File: config.mk
export PLATFORM = sky130hd
export DESIGN_NAME = step_event_resolver
export DESIGN_NICKNAME = d
export VERILOG_FILES = /design/src/rtl/step_event_resolver.sv
export SDC_FILE = /design/constraint.sdc
export NUM_CORES = 1
export LEC_CHECK = 0
export ABC_CLOCK_PERIOD_IN_PS = 1300
export CAP_MARGIN = 20
export CELL_PAD_IN_SITES_DETAIL_PLACEMENT = 0
export CELL_PAD_IN_SITES_GLOBAL_PLACEMENT = 2
export CORE_ASPECT_RATIO = 1.1
export CORE_MARGIN = 3
export CORE_UTILIZATION = 21
export DETAILED_ROUTE_END_ITERATION = 10
export GPL_ROUTABILITY_DRIVEN = 0
export GPL_TIMING_DRIVEN = 0
export PLACE_DENSITY = 0.81
export SLEW_MARGIN = 10
export SYNTH_ARGS = -nofsm -noshare
export SYNTH_HDL_FRONTEND = slang
export SYNTH_SLANG_ARGS = --single-unit
File: constraint.sdc
create_clock -name clk -period 1.3 [get_ports clk]
set_input_delay 0.26 -clock clk [delete_from_list [all_inputs] [get_ports clk]]
set_output_delay 0.26 -clock clk [all_outputs]
set_load 0.01 [all_outputs]
File: src/rtl/step_event_resolver.sv
// rtl/step_event_resolver.sv - landing event to tile action resolver with consumable tile write-back
// Optional feature macro: COIN_COMBO_EN (consecutive coins double the award, up to 8x).
module step_event_resolver #(
  parameter int NUM_OF_ROWS = 7,
  parameter int NUM_OF_COLS = 10,
  parameter int TILE_SHIFT  = 6,
  parameter int COIN_SCORE  = 10,
  parameter int SCORE_W     = 16
) (
  input  logic               clk,
  input  logic               reset,
  input  logic               land,
  input  logic [10:0]        bumpy_x,
  input  logic [10:0]        bumpy_y,
  output logic [3:0]         rd_col,
  output logic [2:0]         rd_row,
  output logic               rd_req,
  input  logic [2:0]         step_type,
  input  logic [7:0]         teleport_cordinates,
  output logic               wr_valid,
  input  logic               wr_ready,
  output logic [3:0]         wr_col,
  output logic [2:0]         wr_row,
  output logic               bounce,
  output logic               fall,
  output logic               death,
  output logic               level_done,
  output logic               teleport,
  output logic [10:0]        tp_x,
  output logic [10:0]        tp_y,
  output logic [SCORE_W-1:0] score,
  output logic               busy
);

  typedef enum logic [2:0] {
    S_IDLE,
    S_QUERY,
    S_WAIT,
    S_DECIDE,
    S_WRITE
  } state_t;

  localparam logic [2:0] T_REGU = 3'd1;
  localparam logic [2:0] T_GATE = 3'd2;
  localparam logic [2:0] T_COIN = 3'd3;
  localparam logic [2:0] T_PORT = 3'd4;
  localparam logic [2:0] T_SPIK = 3'd5;
  localparam logic [2:0] T_BRAK = 3'd6;

  localparam logic [10:0] COLS_L = 11'(NUM_OF_COLS);
  localparam logic [10:0] ROWS_L = 11'(NUM_OF_ROWS);

  state_t       state;
  logic [3:0]   col_q;
  logic [2:0]   row_q;
  logic [2:0]   type_q;
  logic [7:0]   tpc_q;

  logic [10:0]  col_full;
  logic [10:0]  row_full;
  logic         in_grid;

  logic [SCORE_W:0]   coin_add;
  logic [SCORE_W:0]   score_sum;
  logic [SCORE_W-1:0] score_next;

  // Range check uses the full shifted coordinate so wide positions never alias into the grid.
  assign col_full = bumpy_x >> TILE_SHIFT;
  assign row_full = bumpy_y >> TILE_SHIFT;
  assign in_grid  = (col_full < COLS_L) && (row_full < ROWS_L);

`ifdef COIN_COMBO_EN
  logic [1:0] combo_q;
  assign coin_add = (SCORE_W+1)'(COIN_SCORE) << combo_q;
`else
  assign coin_add = (SCORE_W+1)'(COIN_SCORE);
`endif

  assign score_sum  = {1'b0, score} + coin_add;
  assign score_next = score_sum[SCORE_W] ? {SCORE_W{1'b1}} : score_sum[SCORE_W-1:0];

  assign rd_col = col_q;
  assign rd_row = row_q;
  assign wr_col = col_q;
  assign wr_row = row_q;
  assign busy   = (state != S_IDLE);

  always_ff @(posedge clk) begin
    if (reset) begin
      state      <= S_IDLE;
      col_q      <= '0;
      row_q      <= '0;
      type_q     <= '0;
      tpc_q      <= '0;
      rd_req     <= 1'b0;
      wr_valid   <= 1'b0;
      bounce     <= 1'b0;
      fall       <= 1'b0;
      death      <= 1'b0;
      level_done <= 1'b0;
      teleport   <= 1'b0;
      tp_x       <= '0;
      tp_y       <= '0;
      score      <= '0;
`ifdef COIN_COMBO_EN
      combo_q    <= '0;
`endif
    end else begin
      rd_req     <= 1'b0;
      bounce     <= 1'b0;
      fall       <= 1'b0;
      death      <= 1'b0;
      level_done <= 1'b0;
      teleport   <= 1'b0;

      case (state)
        S_IDLE: begin
          if (land) begin
            col_q <= col_full[3:0];
            row_q <= row_full[2:0];
            if (in_grid) begin
              state  <= S_QUERY;
              rd_req <= 1'b1;
            end else begin
              fall <= 1'b1;
`ifdef COIN_COMBO_EN
              combo_q <= '0;
`endif
            end
          end
        end

        S_QUERY: begin
          state <= S_WAIT;
        end

        // Map data is valid exactly one cycle after the read strobe.
        S_WAIT: begin
          type_q <= step_type;
          tpc_q  <= teleport_cordinates;
          state  <= S_DECIDE;
        end

        S_DECIDE: begin
          state <= S_IDLE;
`ifdef COIN_COMBO_EN
          if (type_q != T_COIN) begin
            combo_q <= '0;
          end
`endif
          case (type_q)
            T_REGU: begin
              bounce <= 1'b1;
            end
            T_GATE: begin
              bounce     <= 1'b1;
              level_done <= 1'b1;
            end
            T_SPIK: begin
              death <= 1'b1;
            end
            T_PORT: begin
              teleport <= 1'b1;
              tp_x     <= 11'(tpc_q[7:4]) << TILE_SHIFT;
              tp_y     <= 11'(tpc_q[3:0]) << TILE_SHIFT;
            end
            T_BRAK: begin
              bounce   <= 1'b1;
              wr_valid <= 1'b1;
              state    <= S_WRITE;
            end
            T_COIN: begin
              bounce   <= 1'b1;
              score    <= score_next;
              wr_valid <= 1'b1;
              state    <= S_WRITE;
`ifdef COIN_COMBO_EN
              if (combo_q != 2'd3) begin
                combo_q <= combo_q + 2'd1;
              end
`endif
            end
            default: begin
              fall <= 1'b1;
            end
          endcase
        end

        // Clear request stays asserted with a stable target until the map accepts it.
        S_WRITE: begin
          if (wr_ready) begin
            wr_valid <= 1'b0;
            state    <= S_IDLE;
          end
        end

        default: begin
          state    <= S_IDLE;
          wr_valid <= 1'b0;
        end
      endcase
    end
  end

endmodule

# [Word level (Yosys, flattened, before mapping)]
# Cells that the tools add are included.
[totals] ff_bits=52 inputBits=37 output_inout_bits=60
[op_classes] mux=18 n_reduce_logical=14 bitwise_logic=4 n_eq_ne=14 add_sub_neg=1 order_cmp=2
[ops] operator="adder 16 x 4 -> 17 bit, second input constant" count=1
[ops] operator="two-way mux 16 bit" count=1
[ops] operator="case mux 3 bit (5 select lines)" count=1
[ops] operator="== test 3 x 2 -> 1 bit, second input constant" count=4
[ops] operator="== test 3 bit, second input constant" count=4
[ops] operator="two-way mux 3 bit" count=4
[ops] operator="two-way mux 1 bit" count=10
[ops] operator="!= test 2 bit, second input constant" count=4
[ops] operator="== test 3 x 1 -> 1 bit, second input constant" count=2
[ops] operator="AND reduction 2 bit" count=3
[ops] operator="AND reduction 3 bit" count=2
[ops] operator="OR reduction 3 bit" count=2
[ops] operator="OR reduction 6 bit" count=1
[ops] operator="< comparator 5 x 3 -> 1 bit, second input constant" count=1
[ops] operator="< comparator 5 x 4 -> 1 bit, second input constant" count=1
[ops] operator="inverter 1 bit" count=4
[ops] operator="OR reduction 2 bit" count=2
[ops] operator="OR reduction 4 bit" count=1
[ops] operator="zero test 3 bit" count=1
[ops] operator="case mux 1 bit (3 select lines)" count=1
[ops] operator="nonzero test 3 bit" count=1
[ops] operator="case mux 1 bit (2 select lines)" count=1
[ops] operator="logical AND 1 bit" count=1

# [Longest topological paths before layout]
[depth] word_depth=5 depth_mapped=6 mapped_depth_nobuf=6

# [Worst setup path before layout]
# Ideal clock, no wire load.
[synth_timing] path_type="flip-flop to flip-flop" start="register score[4]" end="register score[3]" arrival_ns=1.481 slack_ns=-0.269 required_ns=1.212 path_stages_with_launch=6 cell_sequence="dfxtp_1 > and4_4 > nand3_4 > nor4_4 > nor4b_1 > nor4_2"
[synth_between] elab_chain_len=2
[synth_lines] element="start: declaration" line="31" source="output logic [SCORE_W-1:0] score,"
[synth_lines] element="start signal: assignment" line="174" source="score <= score_next;"
[synth_lines] element="adder 16 x 4 -> 17 bit" line="79" source="assign score_sum = {1'b0, score} + coin_add;"
[synth_lines] element="two-way mux 16 bit" line="80" source="assign score_next = score_sum[SCORE_W] ? {SCORE_W{1'b1}} : score_sum[SCORE_W-1:0];"
# No other way between the ends.
# A chain may end at the register's enable or synchronous reset.

# [Final worst setup path]
[layout_timing] start="register state[2]" end="register score[7]"
[layout_between] elab_chain_len=2
[layout_lines] element="start: declaration" line="53" source="state_t state;"
[layout_lines] element="start signal: assignment" line="90" source="state <= S_IDLE;"
[layout_lines] element="start signal: assignment" line="122" source="state <= S_QUERY;"
[layout_lines] element="start signal: assignment" line="134" source="state <= S_WAIT;"
[layout_lines] element="== test 3 x 2 -> 1 bit" line="116" source="case (state)"
[layout_lines] element="AND reduction 2 bit (no line)"
# No other way between the ends.

==> summary.txt <==
Layout
  – Layout area overhead: 64.86%
  – Post-route insts no fill: 528
  – Layout cells sized above 1: 33.25%
  – Antenna Cells: 0
  – Final instance area: 3804 sq um
  – Nets: 422

Die
  – Die Height: 115.9 um
  – Die width: approximately 110 um
  – Starting Density: 21.89%
  – Core Box Area: 10540 sq um
  – Die ar.: 12280 sq um
  – Boundary pin count: 97
  – Site row count: 39

Global route
  – Total gr overflow: 0
  – Overall global routing resource usage: approximately a tenth
  – Initial antenna violation count: 0
  – First-pass GRT wire length: 10.48 mm
  – Largest net degree at the start of global routing: 18
  – Vias in the first global route: 2151

Logic synthesis
  – FF+latch count, synth: 52
  – Sequential share of the synthesized area: 45.12%
  – Post-Syn Instances: 265
  – Ys Warns: 0
  – Average size of a mapped cell: 8.706 sq um
  – Post-synth EDFFs: 0
  – Synthesized area: 2307 sq um
  – Main synth FF type: dfxtp_1
  – Post-synth ARST share: 0%
  – Post-synthesis cell type count: 41

Worst setup path
  – Worst Path Required: 1450 ps
  – Setup CP Type: flip-flop to flip-flop
  – Worst Setup End Kind: flip-flop
  – R2R Setup Slk: -230 ps
  – Crit-path max FO: 7
  – Critical path launch point type: flip-flop
  – Critical Path Source: state[2]
  – CP max stage delay: roughly 370 ps
  – Dominant cell type by count on the critical path: buf_6
  – Crit path DAT: 1670 ps
  – Crit path cell chain: nand3b_4 > buf_6 > nor3_4 > buf_6 > nand4_1 > xor2_1 > a21oi_1
  – R2R Path Start: state[2]
  – Max stage delay cell, worst path: dfxtp_4

Clock tree
  – TritonCTS Buffers: 5
  – Clk slew on worst S/H paths: 70 ps
  – CTS tree: built
  – Worst-Skew Late Latency: 290 ps
  – CTS Hold Bufs: 0
  – H-Tree Depth: 2
  – # clock sinks: 52
  – CTS Root Cell: clkbuf_16
  – Clock tree buffer depth: 2

Routing
  – DRT Pass-1 Iters: 4
  – Number of remaining DRC errors: 0
  – DRT iter0 DRCs: 65
  – Drt total wl: 6.607 mm
  – DR vias: 2166
  – Drt wl/cell: approximately 13 um
  – Post-DR vias/cell: roughly 4.1
  – Post-DRT Antenna Nets: 0

Timing
  – Max Freq: 654.6 MHz
  – Crit share post-route: 117.5%
  – Rel. slew slack: 63.00%
  – Final Hold Fails: 0
  – Crit path time final: 1528 ps
  – Unrepaired setup endpoints after global routing: true
  – Final worst slack: -227.7 ps
  – Max-slew violations: 0
  – Worst-Margin Slew: 555.0 ps
  – Setup TNS: -4766 ps
  – Hold slack: 453.0 ps
  – Final setup viols: 30
  – Setup Skew: 6.460 ps

Placement
  – Placed cell area: 3264 sq um
  – Setup WS pre-CTS: -667.4 ps
  – # port buffers: 70
  – Post-DP HPWL: 4.407 mm
  – Dpl cells: 491

Outcome
  – Failing checks: setup timing
  – Status: finished with violations

Power and ir drop
  – Switching share of power: 24.25%
  – Pwr dens: 876.3 nW/um^2
  – Clock Power Share: approximately two fifths
  – Psw: around 0.0008 W
  – Leak Pwr: 1.802 nW
  – Pint: between 0.002 and 0.003 W
  – Combinational Power Share: 10.5%
  – Seq pwr share: 48.9%
  – Max VDD drop: 0.0005045 V

Run
  – Max cap viols: 0

Worst hold path
  – Hold Crit Class: flip-flop to flip-flop
  – Min-delay src: score[0]
-- flip-flops by register name (all words and copies together), names as in the netlist --
register,flops
bounce,1
death,1
fall,1
level_done,1
rd_col,4
rd_req,1
rd_row,3
score,16
state,3
teleport,1
tp_x,4
tp_y,4
tpc_q,8
type_q,3
wr_valid,1
-- worst paths after layout --
kind | to | depth (start not counted)
max reg2reg | score[7] | 7
min reg2reg | score[0] | 2
min | score[0] | 2
max | score[7] | 7
-- cell families after synthesis --
kind of cell             after synthesis  synth area share (%)
AO/OA/AOI/OAI                         39                 9.436
other                                  1                0.1625
flip-flops                            52                 45.12
AND/OR/NAND/NOR                      113                 26.41
multiplexers                           8                 3.471
XOR/XNOR                              11                 4.176
buffers and inverters                 40                 10.68
adder cells (fa/ha/maj)                1                0.5422
-- cell type report --
type,count,area [sq um]
clock inverters,3,22.52
fillers,1132,6736
inverters,5,18.77
clock buffers,5,125.1
well taps,143,178.9
flip-flops and latches,52,1081
plain buffers,31,229.0
multi-input cells,187,1240
repair buffers,102,908.4
-- metrics by stage --
step / utilization [%] / total power (W)
detailed placement: 30.97 / 0.002022
floorplan: - / 0.001843
global route: 36.09 / 0.003467
finish: 36.09 / 0.003333
CTS: 34.60 / 0.003374
global placement: 30.97 / 0.002019
-- cell usage in the layout, fill, tap and decap left out, drive strengths merged --
cell type,netlist,routed
xnor2,2,2
or3,2,2
dlygate4sd2,0,38
dfxtp,52,52
nor2b,1,1
nand2b,1,1
a311oi,1,1
or2,2,2
o32ai,1,1
o22a,1,1
nor4b,2,2
a211oi,2,2
clkdlybuf4s50,0,24
buf,26,58
nor2,20,20
and2,2,2
mux2i,8,8
clkdlybuf4s15,0,8
nand4,3,3
nor3b,2,2
nor4,4,4
clkinv,0,2
a41oi,1,1
o21ai,1,1
xor2,9,9
conb,1,14
nand2,44,44
ha,1,1
a31oi,2,2
a21oi,30,30
nor3,15,15
and4,1,1
and3,3,3
nand3,9,10
clkbuf,9,10
nand3b,2,2
inv,5,6
-- timing repair --
action / in CTS / in global routing
gates resized for setup: 88 / 36
endpoints found under the setup margin: 93 / 56
buffers inserted: 25 / 7
gates cloned: 1 / 0
pin swaps: 10 / 24
-- Yosys cell counts, types with 2 or more instances --
cell | n | share of area (%)
dfxtp_1 | 52 | 45
nand2_1 | 44 | 7.2
a21oi_1 | 30 | 6.5
buf_4 | 23 | 7.5
nor2_1 | 20 | 3.3
nor3_1 | 14 | 3.0
clkbuf_1 | 9 | 1.5
xor2_1 | 9 | 3.4
mux2i_1 | 8 | 3.5
nand3_1 | 7 | 1.5
inv_1 | 5 | 0.81
and3_1 | 3 | 0.81
nand4_1 | 3 | 0.81
a211oi_1 | 2 | 0.65
a31oi_1 | 2 | 0.54
and2_1 | 2 | 0.54
buf_2 | 2 | 0.43
nand3b_4 | 2 | 1.7
nor3b_1 | 2 | 0.65
nor4_1 | 2 | 0.54
nor4b_1 | 2 | 0.76
or3_1 | 2 | 0.54
xnor2_1 | 2 | 0.76
-- critical path, delay by kind of cell, from the launching register on --
family / cells / cell delay [ps]
xor gates and xnor gates: 1 / 190
DFF: 1 / 370
buffers and inverters: 2 / 290
and+or+nand+nor: 3 / 460
AOI/OAI and AO/OA: 1 / 90
-- power groups by stage --
stage | clock network [W] | registers [W] | logic, W
after floorplan | 0 | 0.00167 | 0.000171
after global routing | 0.00145 | 0.00163 | 0.000385
final | 0.00135 | 0.00163 | 0.000350
after CTS | 0.00140 | 0.00163 | 0.000350
after global placement | 0 | 0.00167 | 0.000353
after detailed placement | 0 | 0.00167 | 0.000355
-- layer usage --
layer | track usage, % | wire [um] | vias to the layer above
met1 | 12.73 | 2937 | 1001
li1 | - | - | 1103
met4 | 3.368 | 76 | 0
met5 | 0 | 0 | -
met3 | 2.173 | 288 | 7
met2 | 19.09 | 3304 | 55
No activity file was read; power rests on OpenSTA's default activity.
